**config.mk**
```make
export PLATFORM = sky130hd
export DESIGN_NAME = issue_scoreboard_flat
export DESIGN_NICKNAME = d
export VERILOG_FILES = /design/src/rtl/issue_scoreboard_pkg.sv /design/src/rtl/issue_scoreboard_if.sv /design/src/rtl/issue_scoreboard_slot_hazard.sv /design/src/rtl/issue_scoreboard.sv /design/src/flat_wrapper.sv
export SDC_FILE = /design/constraint.sdc
export NUM_CORES = 2
export LEC_CHECK = 0
export BUFFER_PORTS_ARGS = -buffer_cell sky130_fd_sc_hd__buf_2
export CAP_MARGIN = 40
export CORE_MARGIN = 10
export CORE_UTILIZATION = 45
export CTS_BUF_LIST = sky130_fd_sc_hd__clkbuf_8
export CTS_CLUSTER_SIZE = 40
export DETAILED_ROUTE_END_ITERATION = 10
export SYNTH_ARGS = -nofsm -noshare
export SYNTH_HDL_FRONTEND = slang
export SYNTH_HIERARCHICAL = 1
export SYNTH_SLANG_ARGS = --single-unit
```
**constraint.sdc**
```tcl
create_clock -name clk -period 20.6 [get_ports clk]
set_input_delay 6.18 -clock clk [delete_from_list [all_inputs] [get_ports clk]]
set_output_delay 6.18 -clock clk [all_outputs]
set_load 0.05 [all_outputs]
```
**src/rtl/issue_scoreboard_pkg.sv**
```systemverilog
// issue_scoreboard_pkg: shared types and constants for the issue hazard unit.
// Default widths match the top-level parameter defaults.
package issue_pkg;
  localparam int ISSUE_W_MAX = 4;
  localparam int NSRC = 2;
  localparam int AW_DFLT = 7;
  localparam int LW_DFLT = 4;
  typedef logic [AW_DFLT-1:0] reg_addr_t;
  typedef logic [LW_DFLT-1:0] lat_t;
  typedef struct packed {
    logic vld;
    logic [NSRC-1:0] rd_en;
    reg_addr_t [NSRC-1:0] rs_addr;
    logic wr_en;
    reg_addr_t rd_addr;
    lat_t wr_lat;
  } slot_t;
endpackage

```
**src/rtl/issue_scoreboard_if.sv**
```systemverilog
// issue_scoreboard_if: decode-to-scoreboard issue bundle handshake.
interface issue_scoreboard_if #(
  parameter int ISSUE_W = 2,
  parameter int AW = 7,
  parameter int LW = 4
);
  logic bnd_valid;
  logic bnd_ready;
  logic stall;
  logic [ISSUE_W-1:0] slot_vld;
  logic [ISSUE_W-1:0][1:0] rd_en;
  logic [ISSUE_W-1:0][1:0][AW-1:0] rs_addr;
  logic [ISSUE_W-1:0] wr_en;
  logic [ISSUE_W-1:0][AW-1:0] rd_addr;
  logic [ISSUE_W-1:0][LW-1:0] wr_lat;
  logic [ISSUE_W-1:0] issue_vec;
  modport master (
    output bnd_valid, slot_vld, rd_en, rs_addr, wr_en, rd_addr, wr_lat,
    input bnd_ready, stall, issue_vec
  );
  modport slave (
    input bnd_valid, slot_vld, rd_en, rs_addr, wr_en, rd_addr, wr_lat,
    output bnd_ready, stall, issue_vec
  );
endinterface

```
**src/rtl/issue_scoreboard_slot_hazard.sv**
```systemverilog
// slot_hazard: combinational RAW/WAW check of one slot against in-flight
// results and the older pending writers of the same bundle.
module slot_hazard
  import issue_pkg::*;
#(
  parameter int ISSUE_W = 2,
  parameter int AW = 7,
  parameter int LW = 4
) (
  input  logic [NSRC-1:0] rd_en,
  input  logic [NSRC-1:0][AW-1:0] rs_addr,
  input  logic wr_en,
  input  logic [AW-1:0] rd_addr,
  input  logic [LW-1:0] wr_lat,
  input  logic [ISSUE_W-1:0] older_wr,
  input  logic [ISSUE_W-1:0][AW-1:0] older_rd,
  input  logic [NSRC-1:0][LW-1:0] src_cnt,
  input  logic [LW-1:0] dst_cnt,
  output logic blocked_raw,
  output logic blocked_waw
);
  always_comb begin
    blocked_raw = 1'b0;
    blocked_waw = wr_en && (dst_cnt > wr_lat);
    for (int s = 0; s < NSRC; s++)
      if (rd_en[s] && src_cnt[s] != '0) blocked_raw = 1'b1;
    for (int j = 0; j < ISSUE_W; j++) begin
      if (older_wr[j]) begin
        for (int s = 0; s < NSRC; s++)
          if (rd_en[s] && rs_addr[s] == older_rd[j]) blocked_raw = 1'b1;
        if (wr_en && rd_addr == older_rd[j]) blocked_waw = 1'b1;
      end
    end
  end
endmodule

```
**src/rtl/issue_scoreboard.sv**
```systemverilog
// issue_scoreboard: N-wide in-order issue hazard unit with busy-latency scoreboard
// and tracked partial issue. Define ISSUE_SB_STATS_EN to add hazard statistics counters.
module issue_scoreboard
  import issue_pkg::*;
#(
  parameter int ISSUE_W = 2,
  parameter int AW = AW_DFLT,
  parameter int LW = LW_DFLT
) (
  input  logic clk,
  input  logic rst_n,
  input  logic flush,
  issue_scoreboard_if.slave bus
`ifdef ISSUE_SB_STATS_EN
  ,
  output logic [31:0] stat_raw_cyc,
  output logic [31:0] stat_waw_cyc,
  output logic [31:0] stat_partial_cyc
`endif
);
  logic [LW-1:0] cnt_q [2**AW];
  logic [ISSUE_W-1:0] done_q, done_d;
  logic [ISSUE_W-1:0] pending, raw, waw, blk, issue;
  logic ready, ok;
  assign pending = bus.slot_vld & ~done_q;
  assign blk = raw | waw;
  for (genvar i = 0; i < ISSUE_W; i++) begin : g_slot
    logic [ISSUE_W-1:0] older_wr;
    always_comb
      for (int j = 0; j < ISSUE_W; j++)
        older_wr[j] = (j < i) && pending[j] && bus.wr_en[j];
    slot_hazard #(.ISSUE_W(ISSUE_W), .AW(AW), .LW(LW)) u_hz (
      .rd_en(bus.rd_en[i]),
      .rs_addr(bus.rs_addr[i]),
      .wr_en(bus.wr_en[i]),
      .rd_addr(bus.rd_addr[i]),
      .wr_lat(bus.wr_lat[i]),
      .older_wr(older_wr),
      .older_rd(bus.rd_addr),
      .src_cnt({cnt_q[bus.rs_addr[i][1]], cnt_q[bus.rs_addr[i][0]]}),
      .dst_cnt(cnt_q[bus.rd_addr[i]]),
      .blocked_raw(raw[i]),
      .blocked_waw(waw[i])
    );
  end
  // A blocked pending slot cuts off every younger slot; finished/invalid ones do not.
  always_comb begin
    issue = '0;
    ok = bus.bnd_valid && !flush;
    for (int i = 0; i < ISSUE_W; i++) begin
      issue[i] = ok && pending[i] && !blk[i];
      if (pending[i] && blk[i]) ok = 1'b0;
    end
  end
  assign ready = bus.bnd_valid && !flush && (&(~bus.slot_vld | done_q | issue));
  assign done_d = ready ? '0 : (done_q | issue);
  assign bus.issue_vec = issue;
  assign bus.bnd_ready = ready;
  assign bus.stall = bus.bnd_valid && |(pending & blk);
  always_ff @(posedge clk or negedge rst_n) begin
    if (!rst_n) begin
      for (int r = 0; r < 2**AW; r++) cnt_q[r] <= '0;
      done_q <= '0;
    end else if (flush) begin
      for (int r = 0; r < 2**AW; r++) cnt_q[r] <= '0;
      done_q <= '0;
    end else begin
      for (int r = 0; r < 2**AW; r++) cnt_q[r] <= (cnt_q[r] != '0) ? cnt_q[r] - LW'(1) : '0;
      for (int i = 0; i < ISSUE_W; i++)
        if (issue[i] && bus.wr_en[i] && bus.wr_lat[i] != '0) cnt_q[bus.rd_addr[i]] <= bus.wr_lat[i];
      done_q <= done_d;
    end
  end
`ifdef ISSUE_SB_STATS_EN
  logic first_raw, first_waw, found;
  always_comb begin
    first_raw = 1'b0;
    first_waw = 1'b0;
    found = 1'b0;
    for (int i = 0; i < ISSUE_W; i++) begin
      if (!found && pending[i] && blk[i]) begin
        found = 1'b1;
        first_raw = raw[i];
        first_waw = !raw[i];
      end
    end
  end
  always_ff @(posedge clk or negedge rst_n) begin
    if (!rst_n) begin
      stat_raw_cyc <= '0;
      stat_waw_cyc <= '0;
      stat_partial_cyc <= '0;
    end else begin
      if (bus.bnd_valid && first_raw) stat_raw_cyc <= stat_raw_cyc + 32'd1;
      if (bus.bnd_valid && first_waw) stat_waw_cyc <= stat_waw_cyc + 32'd1;
      if (issue != '0 && !ready) stat_partial_cyc <= stat_partial_cyc + 32'd1;
    end
  end
`endif
endmodule

```
**src/flat_wrapper.sv**
```systemverilog
// flat-port wrapper written by rule: the top's interface ports become plain ports
module issue_scoreboard_flat import issue_pkg::*;
#(
  parameter int ISSUE_W = 2,
  parameter int AW = AW_DFLT,
  parameter int LW = LW_DFLT
)
  (clk, rst_n, flush, bus_bnd_valid, bus_slot_vld, bus_rd_en, bus_rs_addr, bus_wr_en, bus_rd_addr, bus_wr_lat, bus_bnd_ready, bus_stall, bus_issue_vec);
  issue_scoreboard_if #(.ISSUE_W(ISSUE_W), .AW(AW), .LW(LW)) bus_i ();
  input  logic clk;
  input  logic rst_n;
  input  logic flush;
  input wire logic [$bits(bus_i.bnd_valid)-1:0] bus_bnd_valid;
  input wire logic [$bits(bus_i.slot_vld)-1:0] bus_slot_vld;
  input wire logic [$bits(bus_i.rd_en)-1:0] bus_rd_en;
  input wire logic [$bits(bus_i.rs_addr)-1:0] bus_rs_addr;
  input wire logic [$bits(bus_i.wr_en)-1:0] bus_wr_en;
  input wire logic [$bits(bus_i.rd_addr)-1:0] bus_rd_addr;
  input wire logic [$bits(bus_i.wr_lat)-1:0] bus_wr_lat;
  output wire logic [$bits(bus_i.bnd_ready)-1:0] bus_bnd_ready;
  output wire logic [$bits(bus_i.stall)-1:0] bus_stall;
  output wire logic [$bits(bus_i.issue_vec)-1:0] bus_issue_vec;
  assign bus_i.bnd_valid = bus_bnd_valid;
  assign bus_i.slot_vld = bus_slot_vld;
  assign bus_i.rd_en = bus_rd_en;
  assign bus_i.rs_addr = bus_rs_addr;
  assign bus_i.wr_en = bus_wr_en;
  assign bus_i.rd_addr = bus_rd_addr;
  assign bus_i.wr_lat = bus_wr_lat;
  assign bus_bnd_ready = bus_i.bnd_ready;
  assign bus_stall = bus_i.stall;
  assign bus_issue_vec = bus_i.issue_vec;
  issue_scoreboard #(.ISSUE_W(ISSUE_W), .AW(AW), .LW(LW)) u_core (.clk(clk), .rst_n(rst_n), .flush(flush), .bus(bus_i));
endmodule
```
======== Word level (Yosys, flattened, before mapping) ========
Index checks and enable logic that the tools add are counted.
operators by class
  add/subtract/negate cells ............... 128
  multiply operators ...................... 0
  divide/modulo/power cells ............... 0
  order comparisons ....................... 10
  eq/ne operators ......................... 3
  shift-type cells ........................ 0
  multiplexer cells ....................... 168
  bitwise logic cells ..................... 14
  reduce and logical (&&, ||, !) cells .... 163
operators by type and width
  kind                 number
  $mux 512             4
  $bwmux 512           2
  $mux 4               142
  $reduce_bool 4->1    134
  $sub 4x1->4 const B  128
  $bmux 4 s7           6
  $demux 4 s7          2
  $ge 8x8->1 const B   6
  $not 7->8            6
  $logic_and 1x1->1    24
  $eq 7x7->1           3
  $lt 8x1->1 const B   2
  $mux 1               10
  $gt 4x4->1           2
  $or 2x2->2           4
  $and 2x2->2          2
  $mux 2               2
  $not 2->2            2
  $logic_not 1->1      3
  $reduce_and 2->1     1
  $reduce_or 2->1      1
storage, ports and cells
  register bits after elaboration ......... 514
  bits in latches ......................... 0
  bits in writable memories ............... 0
  memory bits (read-only) ................. 0
  output and inout port bits .............. 4
  word-level logic and storage cells ...... 615
  memories ................................ 0

======== Longest topological paths before layout ========
  depth after elaboration ................. 21
  gate-level depth with buffers ........... 26
  gate-level depth less buffers ........... 20

======== Modules after synthesis ========
The synthesis kept the hierarchy.
by module, submodules not included
  module            times used  cells each  area each (µm²)  seq. area each (µm²)
  issue_scoreboard  1           6,742       61,064.8         12,862.3
  slot_hazard       2           80          604.3            0.0

======== Worst setup path after synthesis ========
OpenSTA, ideal clock, no wires.
  path type ............................... input -> output
  from .................................... in bus_rd_addr[1]
  to ...................................... out bus_issue_vec[0]
  data arrival time ....................... 10.372 ns
  slack ................................... 4.048 ns
  cell stages on the path ................. 15
  buffers on the path ..................... 3
  cells stage by stage .................... buf_2 buf_1 buf_2 mux2i_1 o22ai_1 o311a_1 o41ai_1 o21ai_0 ha_1 nor2b_1 o21ai_0 a21oi_1 o31a_1 or2_1 nor3_1
on the way
  word-level cells in the longest chain between the ends .. 9
RTL lines
  what                                        line                                source
  start, declared                             flat_wrapper.sv:18                  input wire logic [$bits(bus_i.rd_addr)-1:0] bus_rd_addr;
  $not 7->8 (not written as such)             issue_scoreboard.sv:41              .dst_cnt(cnt_q[bus.rd_addr[i]]),
  $bmux 4 s7                                  issue_scoreboard.sv:41
  $mux 4 (not written as such) (2 in series)  issue_scoreboard.sv:41
  $gt 4x4->1                                  issue_scoreboard_slot_hazard.sv:24  blocked_waw = wr_en && (dst_cnt > wr_lat);
  $logic_and 1x1->1                           issue_scoreboard_slot_hazard.sv:24
  via u_core.waw[0]                           issue_scoreboard.sv:23              logic [ISSUE_W-1:0] pending, raw, waw, blk, issue;
  $or 2x2->2                                  issue_scoreboard.sv:26              assign blk = raw | waw;
  $logic_not 1->1                             issue_scoreboard.sv:51              issue[i] = ok && pending[i] && !blk[i];
  $logic_and 1x1->1                           issue_scoreboard.sv:51
  end, declared                               flat_wrapper.sv:22                  output wire logic [$bits(bus_i.issue_vec)-1:0] bus_issue_vec;
The timed path passes the listed nets, and every way through them passes these cells. The select of a mux whose other input is x is not followed.

======== Worst setup path in the final report ========
  from .................................... in bus_rd_addr[2]
  to ...................................... out bus_bnd_ready
on the way
  word-level cells in the longest chain between the ends .. 14
  elaborated cells on any way between the ends .. 28
RTL lines
  what                                            line                                source
  $not 7->8 (not written as such) (*)             issue_scoreboard.sv:41
  $bmux 4 s7 (*)                                  issue_scoreboard.sv:41
  $mux 4 (not written as such) (*) (2 in series)  issue_scoreboard.sv:41
  $gt 4x4->1 (*)                                  issue_scoreboard_slot_hazard.sv:24
  $logic_and 1x1->1 (*)                           issue_scoreboard_slot_hazard.sv:24
  via u_core.waw[0]                               issue_scoreboard.sv:23
  $or 2x2->2 (*)                                  issue_scoreboard.sv:26
  $logic_and 1x1->1                               issue_scoreboard.sv:52              if (pending[i] && blk[i]) ok = 1'b0;
  $mux 1                                          issue_scoreboard.sv:52
  $logic_and 1x1->1 (2 in series)                 issue_scoreboard.sv:51
  $or 2x2->2 (*)                                  issue_scoreboard.sv:55              assign ready = bus.bnd_valid && !flush && (&(~bus.slot_vld | done_q | issue));
  $reduce_and 2->1 (*)                            issue_scoreboard.sv:55
  $logic_and 1x1->1 (*)                           issue_scoreboard.sv:55
  end, declared                                   flat_wrapper.sv:20                  output wire logic [$bits(bus_i.bnd_ready)-1:0] bus_bnd_ready;
Mark *: on every way through the listed nets, which the timed path passes. The rest lies on a longest branch. The select of a mux whose other input is x is not followed.

==> impl_metrics.yaml <==
run_status:
  status: "finished clean"
critical_path:
  required_ns: 14.42
  worstSetupPathType: "input port to output pin"
  crit_path_end_kind: "output pin"
  critPathMaxFanout: 44
  setup.worst_path.start_class: "input port"
  arrival_ns: 12.12
layout:
  multiInputGateArea_um2: 45410
  regArea_um2: 12860
  fill_cells: 12980
  fin_nets: 6910
  drive_above_1_share_pct: 18.93
  areaGrowthSynthToFinish_pct: 6.773
min_path:
  hold_path_class: "register to register"
timing:
  fin_crit_sh_pct: 88.82
  slew_headroom_pct: 14.63
  fmax_mhz: 54.65
  tns_ns: 0
  finClkSkew_ns: 0.04581
  whs_ns: 0.5439
  rsz0062_at_grt: "no"
  finalCriticalPeriod_ns: 18.30
  final-hold-violation-count: 0
  finalSetupViolations: 0
  worst_pin_slew_ns: 1.281
  slew_violations: 0
clocking:
  postCtsHoldBufs: 0
  numClockSinks: 514
  clock_latency_ns: 0.95
  clkTransAtPathRegs_ns: 0.06
  htreeDepth: 3
  clk_path_buf_depth: 3
  ctsResizeCount: 0
  numCtsBuffers: 102
  cts_root_buf: "clkbuf_8"
  cts_tree: "done"
  post_cts_buffers: 0
floorplan:
  fp-row-count: 136
  core_region_area_um2: 137500
  ioPinCount: 66
  die_w_um: 392
  die_h_um: 392
  die_area_um2: 153700
  start_util_pct: 45.29
detailed_routing:
  via_per_inst: 7.849
  wl_per_cell_um: 40.99
  routed_wl_mm: 348.6
  num_vias: 66750
  dr.first_iter.drc_count: 11220
  drt_first_pass_iters: 8
  antenna_left: 0
  route.detailed.drc: 0
synthesis:
  ys_top_cells_by_count: "nand2_1, mux4_2, nor2_1"
  netlist_instances: 6902
  synth-async-reset-ratio_pct: 100.0
  ys_warn_count: 6
  yosys.area.top_type: "mux4_2"
  synth.top_cell.area_share_pct: 26.73
  yosysUniqueCellTypes: 77
  synth.ff_latch_count: 514
  synthFlopType: "dfrtp_1"
  synth_edf_count: 0
  yosysSeqAreaShare_pct: 20.65
  syn_area_per_cell_um2: 9.023
  synthTopCellsByArea: "mux4_2, dfrtp_1, ha_1"
  yosysMostFrequentCell: "nand2_1"
  syn_area_um2: 62270
place:
  io_buffers: 65
  hpwlAfterDp_mm: 239.4
  globalplace.congestion: 1.096
global_routing:
  grt-ovfl-total: 0
  grt_pass1_vias: 61100
  antenna_found_initial: 45
  grt_pass1_wl_mm: 483.8
  grt_max_degree: 179
  track_usage_pct: 44.11
power_and_ir_drop:
  ir_worst_vdd_mv: 0.08129
  powerDensity_nw_per_um2: 126.5
  power_leakage_nw: 24.68
run:
  max-cap-violations: 0
## cells by family after synthesis
family                     after synthesis  synth area share [%]
AOI/OAI and AO/OA                     2026                 21.04
buffers and inverters                 1048                 6.701
DFF                                    514                 20.65
other                                    1              0.006022
xor gates and xnor gates                91                 1.280
adders and majority gates              264                 5.304
muxes                                 1006                 31.12
and+or+nand+nor                       1952                 13.90
## power by group
group          internal, mW  switching (mW)
registers              1.34            1.49
logic                  2.22            2.21
clock network         0.626           0.529
## cell type report
| cell class | count | share of cell area, % |
|---|---|---|
| timing repair buffer | 254 | 3.455 |
| sequential | 514 | 19.34 |
| clock inverter | 53 | 0.5325 |
| tap | 1794 | 3.376 |
| inverter | 367 | 2.072 |
| clock buffer | 133 | 2.753 |
| multi-input combinational | 5345 | 68.30 |
| antenna | 44 | 0.1656 |
## critical path, stage by stage
cell and delay (ns):
buf_4 0.59, clkinv_1 0.92, nand2_1 0.99, o31ai_1 0.12, o311a_1 0.40, o41ai_1 0.47
o21ai_0 0.18, ha_1 0.32, nor2b_1 0.13, o21ai_0 0.14, a21oi_1 0.22, o31a_1 0.39
or2_1 0.28, nand2b_1 0.10, o21ai_0 0.12, nor2_1 0.17, buf_2 0.29
## state kept, by name, indices dropped and copies added, names as in the netlist
register	count
u_core/cnt_q	512
u_core/done_q	2
## final timing paths
check	start	endpoint	slack (ns)	cells after the start
setup / recovery	bus_rd_addr[2]	bus_bnd_ready	2.30	17
hold / removal	u_core/done_q[1]	u_core/done_q[1]	0.54	2
setup reg to reg	u_core/cnt_q[268]	u_core/cnt_q[104]	13.04	21
hold reg to reg	u_core/done_q[1]	u_core/done_q[1]	0.54	2
max in group asynchronous	rst_n	u_core/cnt_q[248]	12.42	4
min in group asynchronous	rst_n	u_core/cnt_q[381]	5.31	1
## per-stage QoR
| stage | setup slack, ns | utilization, % | area, um2 | std cells | total power [mW] |
|---|---|---|---|---|---|
| after floorplan | 4.048 | - | 62290 | 6907 | 5.231 |
| after global placement | 2.605 | 46.28 | 63630 | 8237 | 6.844 |
| after detailed placement | 2.769 | 46.67 | 64170 | 8273 | 6.900 |
| after CTS | 2.746 | 48.26 | 66350 | 8459 | 8.079 |
| after global routing | 2.290 | 48.31 | 66420 | 8477 | 8.731 |
| final | 2.302 | 48.36 | 66490 | 8504 | 8.410 |
## layout by cell type (no fill, tap or decap), types with 32 or more instances in the layout
cell | Yosys | final
buf_4 | 8 | 157
a22oi_1 | 60 | 60
ha_1 | 264 | 264
or3_1 | 36 | 36
xnor2_1 | 91 | 91
a221o_1 | 45 | 45
nand2b_1 | 72 | 72
dfrtp_1 | 514 | 514
nand4_1 | 32 | 32
mux4_2 | 739 | 739
nor2_1 | 602 | 587
nor3b_1 | 102 | 101
inv_1 | 363 | 394
nand2_1 | 785 | 781
o22ai_1 | 44 | 44
diode_2 | 0 | 44
a221oi_1 | 124 | 124
mux2i_1 | 216 | 216
a21oi_1 | 389 | 389
clkbuf_8 | 0 | 138
nor3_1 | 176 | 170
mux2_2 | 51 | 51
o21ai_0 | 583 | 583
o211ai_1 | 378 | 378
a211oi_1 | 263 | 263
nand3_1 | 76 | 76
buf_2 | 118 | 42
## metal layers
metal	up-vias	routed length (um)	global-route usage [%]
met5	-	1077	4.951
met1	32830	120100	52.95
li1	25790	-	-
met4	35	30770	30.42
met2	6291	137700	59.79
met3	1795	58950	23.20
Note: power is estimated with default switching activity, not from simulation.
